--- src/rtl/exu_cal.sv ---
// exu_cal -- shared execute-stage calculator.
//
// Responder on the calculator request interface used by the branch/jump
// unit and the other execute sub-units. XOR, CMP, ADD and SUB answer
// combinationally in the request cycle. SLL, SRL and SRA run on an
// iterative shifter that moves one bit per cycle, so the core carries
// no barrel shifter.
//
// Ports:
//   clk           core clock, all state on the rising edge
//   rst           asynchronous, active-high reset
//   hs_x4cal_val  request valid (requester holds op/operands until rdy)
//   hs_cal4x_rdy  result valid this cycle; transfer completes on val & rdy
//   i_op          one-hot op: [0]XOR [1]CMP [2]ADD [3]SUB [4]SLL [5]SRL [6]SRA
//   i_opn1        operand 1, pre-extended to bit 32 by the requester
//   i_opn2        operand 2, pre-extended to bit 32 by the requester
//   o_res         result, zero whenever rdy is low
//   o_busy        shifter is in SHIFT or DONE
module exu_cal (
    input  logic        clk,
    input  logic        rst,
    input  logic        hs_x4cal_val,
    output logic        hs_cal4x_rdy,
    input  logic [6:0]  i_op,
    input  logic [32:0] i_opn1,
    input  logic [32:0] i_opn2,
    output logic [31:0] o_res,
    output logic        o_busy
);

    typedef enum logic [1:0] {
        ST_IDLE  = 2'd0,
        ST_SHIFT = 2'd1,
        ST_DONE  = 2'd2
    } state_t;

    localparam logic [1:0] KIND_NONE = 2'd0;
    localparam logic [1:0] KIND_SLL  = 2'd1;
    localparam logic [1:0] KIND_SRL  = 2'd2;
    localparam logic [1:0] KIND_SRA  = 2'd3;

    state_t      state_q, state_d;
    logic [31:0] acc_q, acc_d;
    logic [4:0]  cnt_q, cnt_d;
    logic [1:0]  kind_q, kind_d;

    logic        opOneHot;
    logic        opShift;
    logic [31:0] sumRes;
    logic [32:0] diffRes;
    logic        lessThan;
    logic [31:0] aluRes;
    logic [1:0]  kindSel;
    logic [31:0] shiftStep;

    // An op is legal only with exactly one bit set; x & (x-1) clears the
    // lowest set bit, so it is zero exactly when at most one bit is set.
    assign opOneHot = (i_op != 7'd0) && ((i_op & (i_op - 7'd1)) == 7'd0);
    assign opShift  = opOneHot && (|i_op[6:4]);

    // Only the low 32 bits of the sum are ever returned, so the 33rd
    // operand bit cannot affect it. The difference stays 33-bit wide to
    // match the requester's extension, with its carry-out discarded.
    assign sumRes   = i_opn1[31:0] + i_opn2[31:0];
    assign diffRes  = i_opn1 - i_opn2;
    assign lessThan = $signed(i_opn1) < $signed(i_opn2);

    // Single-cycle result mux; only consulted when the op is one-hot.
    always_comb begin
        aluRes = 32'd0;
        if (i_op[0]) begin
            aluRes = i_opn1[31:0] ^ i_opn2[31:0];
        end else if (i_op[1]) begin
            aluRes = {31'd0, lessThan};
        end else if (i_op[2]) begin
            aluRes = sumRes;
        end else if (i_op[3]) begin
            aluRes = diffRes[31:0];
        end
    end

    // Shift kind captured at accept time, and one-bit step of the shifter.
    always_comb begin
        kindSel = KIND_SRA;
        if (i_op[4]) begin
            kindSel = KIND_SLL;
        end else if (i_op[5]) begin
            kindSel = KIND_SRL;
        end
        case (kind_q)
            KIND_SLL: shiftStep = {acc_q[30:0], 1'b0};
            KIND_SRL: shiftStep = {1'b0, acc_q[31:1]};
            KIND_SRA: shiftStep = {acc_q[31], acc_q[31:1]};
            default:  shiftStep = acc_q;
        endcase
    end

    // Next-state and handshake logic. Dropping val in SHIFT or DONE is an
    // abort and always lands back in IDLE; DONE never accepts a new request.
    always_comb begin
        state_d      = state_q;
        acc_d        = acc_q;
        cnt_d        = cnt_q;
        kind_d       = kind_q;
        hs_cal4x_rdy = 1'b0;
        o_res        = 32'd0;
        case (state_q)
            ST_IDLE: begin
                if (hs_x4cal_val) begin
                    if (opShift) begin
                        acc_d   = i_opn1[31:0];
                        cnt_d   = i_opn2[4:0];
                        kind_d  = kindSel;
                        state_d = ST_SHIFT;
                    end else begin
                        hs_cal4x_rdy = 1'b1;
                        o_res        = opOneHot ? aluRes : 32'd0;
                    end
                end
            end
            ST_SHIFT: begin
                if (!hs_x4cal_val) begin
                    state_d = ST_IDLE;
                end else if (cnt_q == 5'd0) begin
                    state_d = ST_DONE;
                end else begin
                    acc_d = shiftStep;
                    cnt_d = cnt_q - 5'd1;
                end
            end
            ST_DONE: begin
                state_d = ST_IDLE;
                if (hs_x4cal_val) begin
                    hs_cal4x_rdy = 1'b1;
                    o_res        = acc_q;
                end
            end
            default: begin
                state_d = ST_IDLE;
            end
        endcase
    end

    // State registers; reset drops straight to IDLE with no rdy pulse.
    always_ff @(posedge clk or posedge rst) begin
        if (rst) begin
            state_q <= ST_IDLE;
            acc_q   <= 32'd0;
            cnt_q   <= 5'd0;
            kind_q  <= KIND_NONE;
        end else begin
            state_q <= state_d;
            acc_q   <= acc_d;
            cnt_q   <= cnt_d;
            kind_q  <= kind_d;
        end
    end

    assign o_busy = (state_q != ST_IDLE);

endmodule

--- config.mk ---
export PLATFORM = sky130hd
export DESIGN_NAME = exu_cal
export DESIGN_NICKNAME = d
export VERILOG_FILES = /design/src/rtl/exu_cal.sv
export SDC_FILE = /design/constraint.sdc
export NUM_CORES = 1
export LEC_CHECK = 0
export CAP_MARGIN = 15
export CELL_PAD_IN_SITES_DETAIL_PLACEMENT = 1
export CELL_PAD_IN_SITES_GLOBAL_PLACEMENT = 1
export CORE_UTILIZATION = 40
export DETAILED_ROUTE_END_ITERATION = 10
export PLACE_DENSITY_LB_ADDON = 0.3
export SETUP_SLACK_MARGIN = 0.5
export SLEW_MARGIN = 25
export SYNTH_ARGS = -nofsm -noshare
export SYNTH_HDL_FRONTEND = slang
export SYNTH_SLANG_ARGS = --single-unit
export TNS_END_PERCENT = 30
--- constraint.sdc ---
create_clock -name clk -period 3.8 [get_ports clk]
set_input_delay 0.38 -clock clk [delete_from_list [all_inputs] [get_ports clk]]
set_output_delay 0.38 -clock clk [all_outputs]
set_load 0.01 [all_outputs]
==> summary.txt <==
Outcome
  – Outcome: finished with violations
  – Violated checks: negative setup slack

Route
  – Wire length per cell: 34.0 um
  – Router iterations before antenna repair: 7
  – DR vias: 11500
  – DRC: 0
  – Post-DR vias/cell: 7.52
  – Initial DRC count: 1827
  – Number of routed nets with antenna violations: 0
  – Wirelength, routed: 52.2 mm

Min path
  – Hold path startpoint: i_opn1[19]
  – Hold depth: 3
  – Class of the worst hold path: in -> reg
  – Worst min-delay path endpoint: acc_q[19]

Timing
  – Max_slew headroom: 0.417
  – Setup Viol. Count Final: 15
  – Hold_ws: 452 ps
  – PnR worst setup slack: -402 ps
  – Worst-case clock skew: 8.03 ps
  – TNS Setup: -2110 ps
  – Max Freq: 238 MHz
  – RSZ-0062 raised after global routing: true
  – Slew Viols, Final: 0
  – Final min period: 4200 ps
  – Worst-margin pin slew: 870 ps
  – Tcrit/Tclk final: 1.11
  – Final hold violations: 0

Worst setup path
  – FF-to-FF setup slack: roughly 1200 ps
  – CP Launch Type: input pin
  – Reg2Reg Launch Point: cnt_q[0]
  – Reg-to-reg endpoint: acc_q[12]
  – Data required, critical path: between 3000 and 4000 ps
  – Crit. End Element: output pin
  – Worst Path Max Fanout: 7
  – WS Path Type: in -> out
  – Critical path arrival: 3820 ps
  – FF-to-FF path depth: 8

Yosys
  – Most common flop cell mapped by yosys: dfrtp_1
  – Synth async-reset ratio: 1.00
  – Synth cell types: 75
  – Yosys top cell area share: 0.149
  – Post-Syn Instances: 1005
  – Post-synth EDFFs: 0
  – Cell taking the most area after synthesis: dfrtp_1
  – Syn avg cell area: 6.84 um^2
  – Area contributors post-synth: dfrtp_1 (15%), ha_1 (12%), a21oi_1 (7.4%)
  – #FFs+latches synth: between 40 and 50
  – Sequential area share after synthesis: 0.149
  – Synthesized cell area: between 6000 and 7000 um^2
  – Mapped Nets: 1150
  – Yosys warning count: 0

Place
  – Placed Cells: 1480
  – Dpl ws: -699 ps
  – PortBufs: roughly 110
  – Gpl congestion: ~0.97
  – Detailed Place HPWL: 24.8 mm

Finish
  – Core Util, Final: 0.664
  – Non-Filler Instances: 1534
  – Area growth syn-to-layout: 61.2%
  – Filler Cell Count: 2029
  – Share of layout cells above drive strength 1: 0.376
  – Most common cell after layout, fill and taps aside: buf_4
  – Nets: around 1500
  – Commonest non-fill, non-tap cells in the layout: buf_4 (239), nand2_1 (112), nor2_1 (97), a21oi_1 (86), o21ai_0 (67)

Floorplan
  – Initial core utilization: 0.412
  – Die H: roughly 130 um
  – Core area: between 15000 and 20000 um^2
  – FP Rows: between 40 and 50
  – Io pins: 110
  – Chip Width: 133 um
  – Die Area: 17700 um^2

CTS
  – CTS clk-pin slew, worst paths: approximately 80 ps
  – Clock root buffer master: clkbuf_16
  – H-tree Lvls: 2
  – Hold_buf cts: 0
  – Clk buf depth: 2
  – Clock sink count: 41
  – Number of buffers created by CTS: 5
  – Clk Latency, worst-skew pair: 320 ps
  – CTS tree: yes

GRT
  – GR Util All Layers: 0.490
  – First-pass GRT wire length: 67.1 mm
  – Initial antenna violation count: 5
  – Vias in the first global route: 11600
  – GRT overflow: 0
  – Pin count of the biggest net entering global routing: 70

Power
  – VDD IR-drop max: 0.215 mV
  – Leakage power total: ~0.0050 uW
  – PwrDens: 300 nW/um^2

Job
  – Max cap viols: 0
worst max path at each step:
stage | to | slack (ps) | from
CTS | o_res[16] | 220 | i_opn1[0]
detailed placement | o_res[26] | -700 | i_opn2[0]
finish | o_res[22] | -400 | i_op[2]
global placement | o_res[26] | -600 | i_opn2[0]
floorplan | o_res[26] | 540 | i_opn1[0]
global route | o_res[8] | -430 | i_op[4]
stage by stage:
step | power (uW) | area (um^2)
3_3_place_gp | 2020 | 9590
6_report | 3330 | 11100
3_5_place_dp | 2100 | 9600
2_1_floorplan | 1430 | 6880
5_1_grt | 3390 | 11100
4_1_cts | 2910 | 10800
synthesized netlist by cell type, types with 8 or more instances:
| master | instances |
|---|---|
| a21o_1 | 14 |
| a21oi_1 | 102 |
| a221o_1 | 9 |
| a221oi_1 | 11 |
| a31oi_1 | 10 |
| buf_2 | 13 |
| clkbuf_1 | 48 |
| dfrtp_1 | 41 |
| ha_1 | 67 |
| inv_1 | 65 |
| mux2i_1 | 33 |
| nand2_1 | 118 |
| nand2b_1 | 14 |
| nand3_1 | 23 |
| nand4_1 | 9 |
| nor2_1 | 107 |
| nor2b_1 | 19 |
| nor3_1 | 23 |
| nor4_1 | 8 |
| o211ai_1 | 12 |
| o21ai_0 | 78 |
| o21ai_1 | 11 |
| o21bai_1 | 8 |
| o221ai_1 | 13 |
| o22ai_1 | 8 |
| xnor2_1 | 8 |
final cells by class:
| type | instances | area (um^2) | share of cell area |
|---|---|---|---|
| Sequential cell | 41 | 1030 | 0.0929 |
| Timing Repair Buffer | 365 | 2950 | 0.266 |
| Inverter | 69 | 267 | 0.0240 |
| Clock inverter | 3 | 65.1 | 0.00587 |
| Multi-Input combinational cell | 829 | 6370 | 0.575 |
| Tap cell | 220 | 275 | 0.0248 |
| Clock buffer | 5 | 125 | 0.0113 |
| Antenna cell | 2 | 5.00 | 0.000451 |
worst max-delay path: stages:
cell	delay (ps)
clkdlybuf4s50_1	720
nor2b_1	380
nand2_1	230
a21oi_1	340
buf_4	300
nand2_1	430
o311ai_1	510
buf_4	240
dlygate4sd2_1	280
routing by layer:
metal  routed length [um]  GRT usage
met1                17000      0.534
met2                21900      0.809
met3                 7370      0.134
met4                 5760      0.387
met5                  214          0
where the power goes:
part           total (uW)  leakage [uW]  switching [uW]  internal [uW]
clock                 633     0.0000938             256            378
combinational        1880       0.00435            1080            797
sequential            814      0.000517             248            566
total                3330       0.00496            1590           1740
state kept, by name (all words and copies together), names as in the netlist:
name,flops
state_q,2
cnt_q,5
kind_q,2
acc_q,32
cell families (layout without fill, tap and decap cells):
group,after synthesis,in the layout,synth area share
and+or+nand+nor,356,356,0.237
AOI/OAI and AO/OA,362,362,0.349
other,0,2,0
muxes,33,33,0.0480
buffers and inverters,135,442,0.0771
DFF,41,41,0.149
adders and majority gates,69,69,0.128
xor gates and xnor gates,9,9,0.0115
what timing repair did:
item | in CTS | in global routing
pin swaps | 86 | 55
setup buffers | 31 | 13
setup endpoints to repair | 30 | 32
resized for setup | 349 | 82
Note: power is estimated with default switching activity, not from simulation.
